[src/rtl/dmem_responder_if.sv]
// Pipeline-side and backing-memory-side signals of the MEM-stage data-memory responder.
// The slave modport is the responder's view; master is the pipeline/memory side.
interface dmem_responder_if;
    logic        MemRead_i;
    logic        MemWrite_i;
    logic [31:0] Addr_i;
    logic [31:0] WriteData_i;
    logic [31:0] ReadData_o;
    logic        stall_o;
    logic        mem_req_o;
    logic        mem_we_o;
    logic [31:0] mem_addr_o;
    logic [31:0] mem_wdata_o;
    logic [31:0] mem_rdata_i;
    logic        mem_ack_i;

    modport slave (
        input  MemRead_i, MemWrite_i, Addr_i, WriteData_i,
        output ReadData_o, stall_o,
        output mem_req_o, mem_we_o, mem_addr_o, mem_wdata_o,
        input  mem_rdata_i, mem_ack_i
    );

    modport master (
        output MemRead_i, MemWrite_i, Addr_i, WriteData_i,
        input  ReadData_o, stall_o,
        input  mem_req_o, mem_we_o, mem_addr_o, mem_wdata_o,
        output mem_rdata_i, mem_ack_i
    );
endinterface

[src/rtl/dmem_responder.sv]
// Purpose: MEM-stage direct-mapped write-back data cache, one word per line.
// Latency: hits serve in the request cycle; misses add memory ack latencies + 1 cycle.
// Backpressure: stall_o holds the pipeline on a miss until the refilled line hits.
module dmem_responder #(
    parameter int INDEX_BITS = 4
) (
    input  logic             clk_i,
    input  logic             rst_i,
    dmem_responder_if.slave  bus
);
    localparam int LINES    = 1 << INDEX_BITS;
    localparam int TAG_BITS = 30 - INDEX_BITS;

    typedef enum logic [1:0] {IDLE, WB, ALLOC} state_t;

    state_t                r_state;
    logic [LINES-1:0]      r_valid;
    logic [LINES-1:0]      r_dirty;
    logic [TAG_BITS-1:0]   r_tag  [LINES];
    logic [31:0]           r_data [LINES];
    logic                  r_mem_req;
    logic                  r_mem_we;
    logic [31:0]           r_mem_addr;
    logic [31:0]           r_mem_wdata;

    logic [INDEX_BITS-1:0] w_idx;
    logic [TAG_BITS-1:0]   w_tag;
    logic                  w_req;
    logic                  w_wr;
    logic                  w_rd;
    logic                  w_hit;

    assign w_idx = bus.Addr_i[INDEX_BITS+1:2];
    assign w_tag = bus.Addr_i[31:INDEX_BITS+2];
    assign w_req = bus.MemRead_i | bus.MemWrite_i;
    // A simultaneous read+write is a store, so the read path only sees pure loads.
    assign w_wr  = bus.MemWrite_i;
    assign w_rd  = bus.MemRead_i & ~bus.MemWrite_i;
    assign w_hit = r_valid[w_idx] && (r_tag[w_idx] == w_tag);

    assign bus.stall_o     = (r_state != IDLE) || (w_req && !w_hit);
    assign bus.ReadData_o  = (r_state == IDLE && w_rd && w_hit) ? r_data[w_idx] : '0;
    assign bus.mem_req_o   = r_mem_req;
    assign bus.mem_we_o    = r_mem_we;
    assign bus.mem_addr_o  = r_mem_addr;
    assign bus.mem_wdata_o = r_mem_wdata;

    always_ff @(posedge clk_i) begin
        if (rst_i) begin
            r_state     <= IDLE;
            r_valid     <= '0;
            r_dirty     <= '0;
            r_mem_req   <= 1'b0;
            r_mem_we    <= 1'b0;
            r_mem_addr  <= '0;
            r_mem_wdata <= '0;
        end else begin
            case (r_state)
                IDLE: begin
                    if (w_req) begin
                        if (w_hit) begin
                            if (w_wr) begin
                                r_data[w_idx]  <= bus.WriteData_i;
                                r_dirty[w_idx] <= 1'b1;
                            end
                        end else if (r_valid[w_idx] && r_dirty[w_idx]) begin
                            r_state     <= WB;
                            r_mem_req   <= 1'b1;
                            r_mem_we    <= 1'b1;
                            r_mem_addr  <= {r_tag[w_idx], w_idx, 2'b00};
                            r_mem_wdata <= r_data[w_idx];
                        end else begin
                            r_state     <= ALLOC;
                            r_mem_req   <= 1'b1;
                            r_mem_we    <= 1'b0;
                            r_mem_addr  <= {w_tag, w_idx, 2'b00};
                            r_mem_wdata <= '0;
                        end
                    end
                end
                WB: begin
                    if (bus.mem_ack_i) begin
                        r_dirty[w_idx] <= 1'b0;
                        r_state        <= ALLOC;
                        r_mem_we       <= 1'b0;
                        r_mem_addr     <= {w_tag, w_idx, 2'b00};
                        r_mem_wdata    <= '0;
                    end
                end
                ALLOC: begin
                    if (bus.mem_ack_i) begin
                        r_data[w_idx]  <= bus.mem_rdata_i;
                        r_tag[w_idx]   <= w_tag;
                        r_valid[w_idx] <= 1'b1;
                        r_dirty[w_idx] <= 1'b0;
                        r_state        <= IDLE;
                        r_mem_req      <= 1'b0;
                        r_mem_we       <= 1'b0;
                        r_mem_addr     <= '0;
                    end
                end
                default: r_state <= IDLE;
            endcase
        end
    end
endmodule
[src/flat_wrapper.sv]
// flat-port wrapper written by rule: the top's interface ports become plain ports
module dmem_responder_flat 
#(
    parameter int INDEX_BITS = 4
)
  (clk_i, rst_i, bus_MemRead_i, bus_MemWrite_i, bus_Addr_i, bus_WriteData_i, bus_ReadData_o, bus_stall_o, bus_mem_req_o, bus_mem_we_o, bus_mem_addr_o, bus_mem_wdata_o, bus_mem_rdata_i, bus_mem_ack_i);
  dmem_responder_if bus_i ();
  input  logic clk_i;
  input  logic rst_i;
  input wire logic [$bits(bus_i.MemRead_i)-1:0] bus_MemRead_i;
  input wire logic [$bits(bus_i.MemWrite_i)-1:0] bus_MemWrite_i;
  input wire logic [$bits(bus_i.Addr_i)-1:0] bus_Addr_i;
  input wire logic [$bits(bus_i.WriteData_i)-1:0] bus_WriteData_i;
  output wire logic [$bits(bus_i.ReadData_o)-1:0] bus_ReadData_o;
  output wire logic [$bits(bus_i.stall_o)-1:0] bus_stall_o;
  output wire logic [$bits(bus_i.mem_req_o)-1:0] bus_mem_req_o;
  output wire logic [$bits(bus_i.mem_we_o)-1:0] bus_mem_we_o;
  output wire logic [$bits(bus_i.mem_addr_o)-1:0] bus_mem_addr_o;
  output wire logic [$bits(bus_i.mem_wdata_o)-1:0] bus_mem_wdata_o;
  input wire logic [$bits(bus_i.mem_rdata_i)-1:0] bus_mem_rdata_i;
  input wire logic [$bits(bus_i.mem_ack_i)-1:0] bus_mem_ack_i;
  assign bus_i.MemRead_i = bus_MemRead_i;
  assign bus_i.MemWrite_i = bus_MemWrite_i;
  assign bus_i.Addr_i = bus_Addr_i;
  assign bus_i.WriteData_i = bus_WriteData_i;
  assign bus_ReadData_o = bus_i.ReadData_o;
  assign bus_stall_o = bus_i.stall_o;
  assign bus_mem_req_o = bus_i.mem_req_o;
  assign bus_mem_we_o = bus_i.mem_we_o;
  assign bus_mem_addr_o = bus_i.mem_addr_o;
  assign bus_mem_wdata_o = bus_i.mem_wdata_o;
  assign bus_i.mem_rdata_i = bus_mem_rdata_i;
  assign bus_i.mem_ack_i = bus_mem_ack_i;
  dmem_responder #(.INDEX_BITS(INDEX_BITS)) u_core (.clk_i(clk_i), .rst_i(rst_i), .bus(bus_i));
endmodule
[config.mk]
export PLATFORM = sky130hd
export DESIGN_NAME = dmem_responder_flat
export DESIGN_NICKNAME = d
export VERILOG_FILES = /design/src/rtl/dmem_responder_if.sv /design/src/rtl/dmem_responder.sv /design/src/flat_wrapper.sv
export SDC_FILE = /design/constraint.sdc
export NUM_CORES = 1
export LEC_CHECK = 0
export ABC_AREA = 1
export CORE_MARGIN = 8
export CORE_UTILIZATION = 45
export CTS_CLUSTER_DIAMETER = 150
export DETAILED_ROUTE_END_ITERATION = 10
export PLACE_DENSITY_LB_ADDON = 0.15
export SLEW_MARGIN = 5
export SYNTH_ARGS = -nofsm -noshare
export SYNTH_HDL_FRONTEND = slang
export SYNTH_SLANG_ARGS = --single-unit
export TNS_END_PERCENT = 1
[constraint.sdc]
create_clock -name clk_i -period 7.6 [get_ports clk_i]
set_clock_uncertainty 0.1 [all_clocks]
set_input_delay 1.14 -clock clk_i [delete_from_list [all_inputs] [get_ports clk_i]]
set_output_delay 1.14 -clock clk_i [all_outputs]
set_load 0.01 [all_outputs]
Yosys cells after proc, flatten, opt, wreduce, memory -nomap -nowiden
Memory sizes are Yosys's and may differ from the RTL's.
Cells that the tools add are included.
{ "word_totals": {"register_bits": 100, "ram_bits": 928, "wordCells": 98, "output_inout_bits": 99, "n_memories": 2} }
{ "op_classes": {"n_mux": 47, "n_eq_ne": 10, "n_lt_le_gt_ge": 2, "reduce_logical": 22, "bitwise_logic": 8} }
{ "mem_list": {"columns": ["memory", "depth", "width", "read_ports", "rd_clocked_by_memory_dff", "wr", "line_no", "rtl"], "rows": [
  ["u_core.r_data", 16, 32, 1, 0, 1, "dmem_responder.sv:20", "logic [31:0] r_data [LINES];"],
  ["u_core.r_tag", 16, 26, 1, 0, 1, "dmem_responder.sv:19", "logic [TAG_BITS-1:0] r_tag [LINES];"]
]} }
{ "ops": {"columns": ["operator", "count"], "rows": [
  ["$mux 32", 10],
  ["$pmux 32 s3", 1],
  ["$mux 16", 4],
  ["$pmux 32 s2", 1],
  ["$or 16x16->16", 2],
  ["$pmux 16 s2", 1],
  ["$eq 26x26->1", 1],
  ["$mux 1", 19],
  ["$and 16x16->16", 1],
  ["$not 16->16", 1],
  ["$reduce_and 4->1", 4],
  ["$mux 2", 5],
  ["$reduce_and 5->1", 2],
  ["$bmux 1 s4", 2],
  ["$ne 2x2->1 const B", 4],
  ["$reduce_bool 2->1", 4],
  ["$logic_and 1x1->1", 6],
  ["$ne 2x1->1 const B", 3],
  ["$pmux 2 s3", 1],
  ["$lt 4x5->1 const B", 1],
  ["$demux 1 s4", 1],
  ["$ge 4x1->1 const B", 1],
  ["$pmux 1 s2", 2],
  ["$reduce_bool 3->1", 1],
  ["10 further kinds", 11]
]} }

Depth between registers and ports, before layout
{ "depth": {"word_depth": 9, "depth_mapped": 24, "mapped_depth_nobuf": 20} }

Worst setup path before layout
No wires, ideal clock.
{ "synth_path": {"kind": "input -> register", "startpoint": "input port bus_Addr_i[3]", "endpoint": "memory u_core.r_data[10][0], enable pin", "cell_stages": 17, "t_required_ns": 7.068, "setup_time_ns": 0.432, "setup_slack_ns": 2.498, "arrival_time_ns": 4.570, "path_cell_list": "buf_4 nand2_4 inv_2 buf_4 buf_2 nand2_1 nand3_1 nand2_1 nand2_1 o21ai_0 nand2_1 nor3_1 nand3_1 nor2_1 nand4_2 buf_2 a21oi_1"} }
{ "synth_between": {"elab_chain_len": 9} }
{ "synth_rtl": {"columns": ["element", "line_no", "rtl"], "rows": [
  ["start, declared", "flat_wrapper.sv:12", "input wire logic [$bits(bus_i.Addr_i)-1:0] bus_Addr_i;"],
  ["$mem_v2 16x26 or $bmux 1 s4 (tied branches)", null, null],
  ["$eq 26x26->1 or $mux 1 (tied branches)", "dmem_responder.sv:39", "assign w_hit = r_valid[w_idx] && (r_tag[w_idx] == w_tag);"],
  ["$logic_and 1x1->1", "dmem_responder.sv:39", null],
  ["$mux 1", "dmem_responder.sv:61", "if (w_hit) begin"],
  ["$mux 1", "dmem_responder.sv:60", "if (w_req) begin"],
  ["$mux 1", "dmem_responder.sv:58", "case (r_state)"],
  ["$mux 1", "dmem_responder.sv:49", "if (rst_i) begin"],
  ["$mux 1 (not written as such)", "dmem_responder.sv:63", "r_data[w_idx] <= bus.WriteData_i;"],
  ["$or 1x1->1 (no source line)", null, null],
  ["end, declared", "dmem_responder.sv:20", null]
]} }
Parallel ways exist; a longest one is shown, timed or not. The select of a mux whose other input is x is not followed.

Worst setup path in the final report
{ "layout_path": {"startpoint": "input port bus_Addr_i[4]", "endpoint": "output port bus_ReadData_o[14]"} }
{ "layout_between": {"elab_chain_len": 5} }
{ "layout_rtl": {"columns": ["element", "line_no", "rtl"], "rows": [
  ["$mem_v2 16x26 or $bmux 1 s4 (tied branches)", null, null],
  ["$eq 26x26->1 or $mux 1 (tied branches)", "dmem_responder.sv:39", null],
  ["$logic_and 1x1->1", "dmem_responder.sv:39", null],
  ["$logic_and 1x1->1", "dmem_responder.sv:42", "assign bus.ReadData_o = (r_state == IDLE && w_rd && w_hit) ? r_data[w_idx] : '0;"],
  ["$mux 32 (*)", "dmem_responder.sv:42", null],
  ["end, declared", "flat_wrapper.sv:14", "output wire logic [$bits(bus_i.ReadData_o)-1:0] bus_ReadData_o;"]
]} }
Every way passes the cells marked *; elsewhere a longest branch is shown, timed or not. The select of a mux whose other input is x is not followed.

==> results by group <==
Clocking
  – Hold Buf Count CTS: 0
  – Post-CTS Resized: 0
  – Clk slew on worst S/H paths: 60 ps
  – Sink Count: 1026
  – CTS tree: done
  – H-tree levels: 3
  – Post-CTS Setup Inserts: 0
  – Maximum clock path buffer count: 3
  – Total CTS buffers: 106
  – Clock latency on the worst-skew pair: 670 ps
  – Root Buffer: clkbuf_16

GRT
  – Remaining global-route overflow: 0
  – First-pass GRT wire length: 170000 um
  – GRT Util Overall: 21.9%
  – Initial antenna violation count: 1
  – Largest net degree at the start of global routing: 103
  – Vias in the first global route: 26300

Detailed routing
  – Met1 Routed Length: 48900 um
  – Met3 WL: 6490 um
  – Starting DRT DRC Count: 2355
  – Post-DR vias/cell: 5.41
  – Remaining DRCs: 0
  – Routed Antenna Nets: 0
  – Pre-Repair DR Iteration Count: 5
  – Max Used Layer: met4
  – Vias: 27800
  – Post-Route WL: 116000 um
  – DR WL met2: 57200 um
  – Average wire per standard cell: 22.5 um

Placed design
  – DP Worst Slack: 1030 ps
  – Placed inst area: 45300 um2
  – Dpl hpwl: 64700 um
  – IO buf count: 195
  – Final GP Congestion: 0.837
  – Dpl cells: 4939

Yosys
  – Mapped Area: 41600 um2
  – Adder-Cell Fraction of Synth Area: 0.0903%
  – Synth Instances: 3677
  – Synth area leaders: edfxtp_1 67%, nand2_1 11%, dfxtp_1 4.7%
  – Synth Register Bits: 1026
  – Top cell type's share of synthesized area: 67.0%
  – Simple-gate share of the synthesized area: 16.3%
  – Syn_area_per_cell: 11.3 um2
  – Post-synth top area cell: edfxtp_1
  – Mux cell area share after synthesis: 0.867%
  – Synth Area in XOR/XNOR: 0%
  – Number of distinct library cells after synthesis: 32
  – Register area share after synthesis: 71.8%
  – Main combinational cell family by area after synthesis: simple AND/OR/NAND/NOR gates
  – Compound-Gate Fraction of Synth Area: 7.24%
  – Synth Warn #: 0

Timing
  – Final Max Tran Viols: 0
  – Setup Viol. Count Final: 0
  – RSZ-0062 raised after global routing: false
  – Period utilisation layout: 86.5%
  – TNS Setup: 0 ps
  – Slew @ Worst Pin: 1170 ps
  – Max Freq: 152 MHz
  – Final worst path period need: 6570 ps
  – Worst slew margin: 21.7%
  – Setup WS post-layout: 1030 ps
  – Final Hold Viols: 0

Floorplanning
  – Top-Level Pins: 200
  – Initial core utilization: 45.4%
  – Height of the die: 320 um
  – Row count: 111
  – Die ar.: 102000 um2
  – Die W: 320 um
  – Core Area: 91700 um2

Worst setup path
  – CP endpoint: bus_ReadData_o[14]
  – Reg-to-reg slack, setup: 3870 ps
  – Reg2reg end: u_core.r_data[14][5]
  – CP arrival: 5330 ps
  – Worst Setup Start Kind: input pin
  – R2r startpoint: u_core.r_tag[6][17]
  – CP max FO: 32
  – Worst Reg-to-Reg Cells: 15
  – Crit path kind: input pin to output pin
  – Crit end category: output pin
  – Worst Setup SP: bus_Addr_i[4]
  – Worst EP required: 6360 ps

Cells and area
  – Fill cell count: 7875
  – Commonest cells after routing, fill and taps aside: 1203 x nand2_1, 928 x edfxtp_1, 273 x nor2_1, 261 x o22ai_1, 193 x clkdlybuf4s50_1
  – Post-layout util: 53.4%
  – Commonest non-fill, non-tap cell in the layout: nand2_1
  – Finished Layout Cells: 5141
  – Nets: 3965
  – Post-route design area: 49000 um2
  – Share of cells above drive strength 1: 8.70%
  – Area Overhead vs Synth: 17.8%

Run status
  – Outcome: finished, final reports clean

Run
  – Max-Cap Viols: 0

Power and ir drop
  – Peak VDD IR: 0.000166 V
  – P per Cell Area: 276 nW/um2
  – Leak: 17.8 nW

Min path
  – Hold Path Origin: u_core.bus.mem_req_o
  – Worst hold path type: register to register
[through the flow]
stage	power, mW	hold slack [ps]
finish	13.5	348
global route	14.0	372
CTS	13.6	350
detailed placement	8.20	340
global placement	8.19	336
floorplan	7.46	329
[per-layer routing]
layer  up-vias  GRT usage, %
met5         -             0
met4         0          6.51
met3       185          2.99
met2       860          37.9
met1     13500          28.7
li1      13200             -
[layout make-up]
class | count | area (um2) | share of cell area (%)
antenna | 1 | 2.50 | 0.00511
timing repair buffer | 284 | 2780 | 5.67
sequential | 1026 | 29800 | 60.9
clock buffer | 129 | 2830 | 5.78
multi-input combinational | 2269 | 10500 | 21.5
inverter | 174 | 669 | 1.37
clock inverter | 72 | 866 | 1.77
tap | 1186 | 1480 | 3.03
[cell usage after synthesis]
cell / n
nand2_1: 1204
edfxtp_1: 928
nor2_1: 291
o22ai_1: 261
o21ai_0: 186
inv_1: 168
nand3_1: 127
clkbuf_1: 117
dfxtp_1: 98
a21oi_1: 60
buf_2: 60
nand4_1: 59
mux2_2: 32
buf_1: 18
a22oi_1: 13
buf_4: 13
nor3_1: 10
o21ai_1: 7
nor2_2: 5
inv_2: 4
ha_1: 3
clkinv_1: 2
nand3_2: 2
a31oi_1: 1
buf_6: 1
conb_1: 1
nand2_4: 1
nand3b_1: 1
nand4_2: 1
nor4_1: 1
o21a_1: 1
or2_0: 1
[state kept, by name, indices dropped and copies added (netlist names), named ones only]
signal,cells
u_core.bus.mem_addr_o,30
u_core.bus.mem_req_o,1
u_core.bus.mem_wdata_o,32
u_core.bus.mem_we_o,1
u_core.r_data,512
u_core.r_state,2
u_core.r_tag,416
u_core.r_valid,16
[power breakdown]
group	switching [mW]	leakage (nW)	internal, mW	total, mW
Sequential	0.0668	9.15	6.33	6.40
Combinational	1.09	6.91	0.579	1.67
Clock	2.19	1.78	3.27	5.46
Total	3.35	17.8	10.2	13.5
[cells by family after synthesis]
| kind of cell | count (synthesis) |
|---|---|
| other cells | 1 |
| compound gates | 529 |
| mux | 32 |
| buf+inv | 383 |
| fa+ha+maj | 3 |
| simple gates | 1703 |
| flops | 1026 |
[worst min-delay path by stage]
stage / slack, ps / cells after the start / end
final: 350 / 2 / u_core.bus.mem_req_o
after global routing: 370 / 2 / u_core.bus.mem_req_o
after CTS: 350 / 2 / u_core.bus.mem_req_o
after detailed placement: 340 / 2 / u_core.bus.mem_req_o
after global placement: 340 / 2 / u_core.bus.mem_req_o
after floorplan: 330 / 2 / u_core.r_valid[10]
[critical path: stages]
cell	delay, ps
clkdlybuf4s50_1	670
nand2_1	240
inv_2	800
nand2_1	120
nand2_1	120
o21ai_0	80
nand2_1	210
nand2_1	130
nor2_1	120
nand2_1	60
nor2_1	370
nand4_1	150
buf_4	280
nor2_1	190
clkdlybuf4s50_1	570
Power figures use the tool's default switching activity.
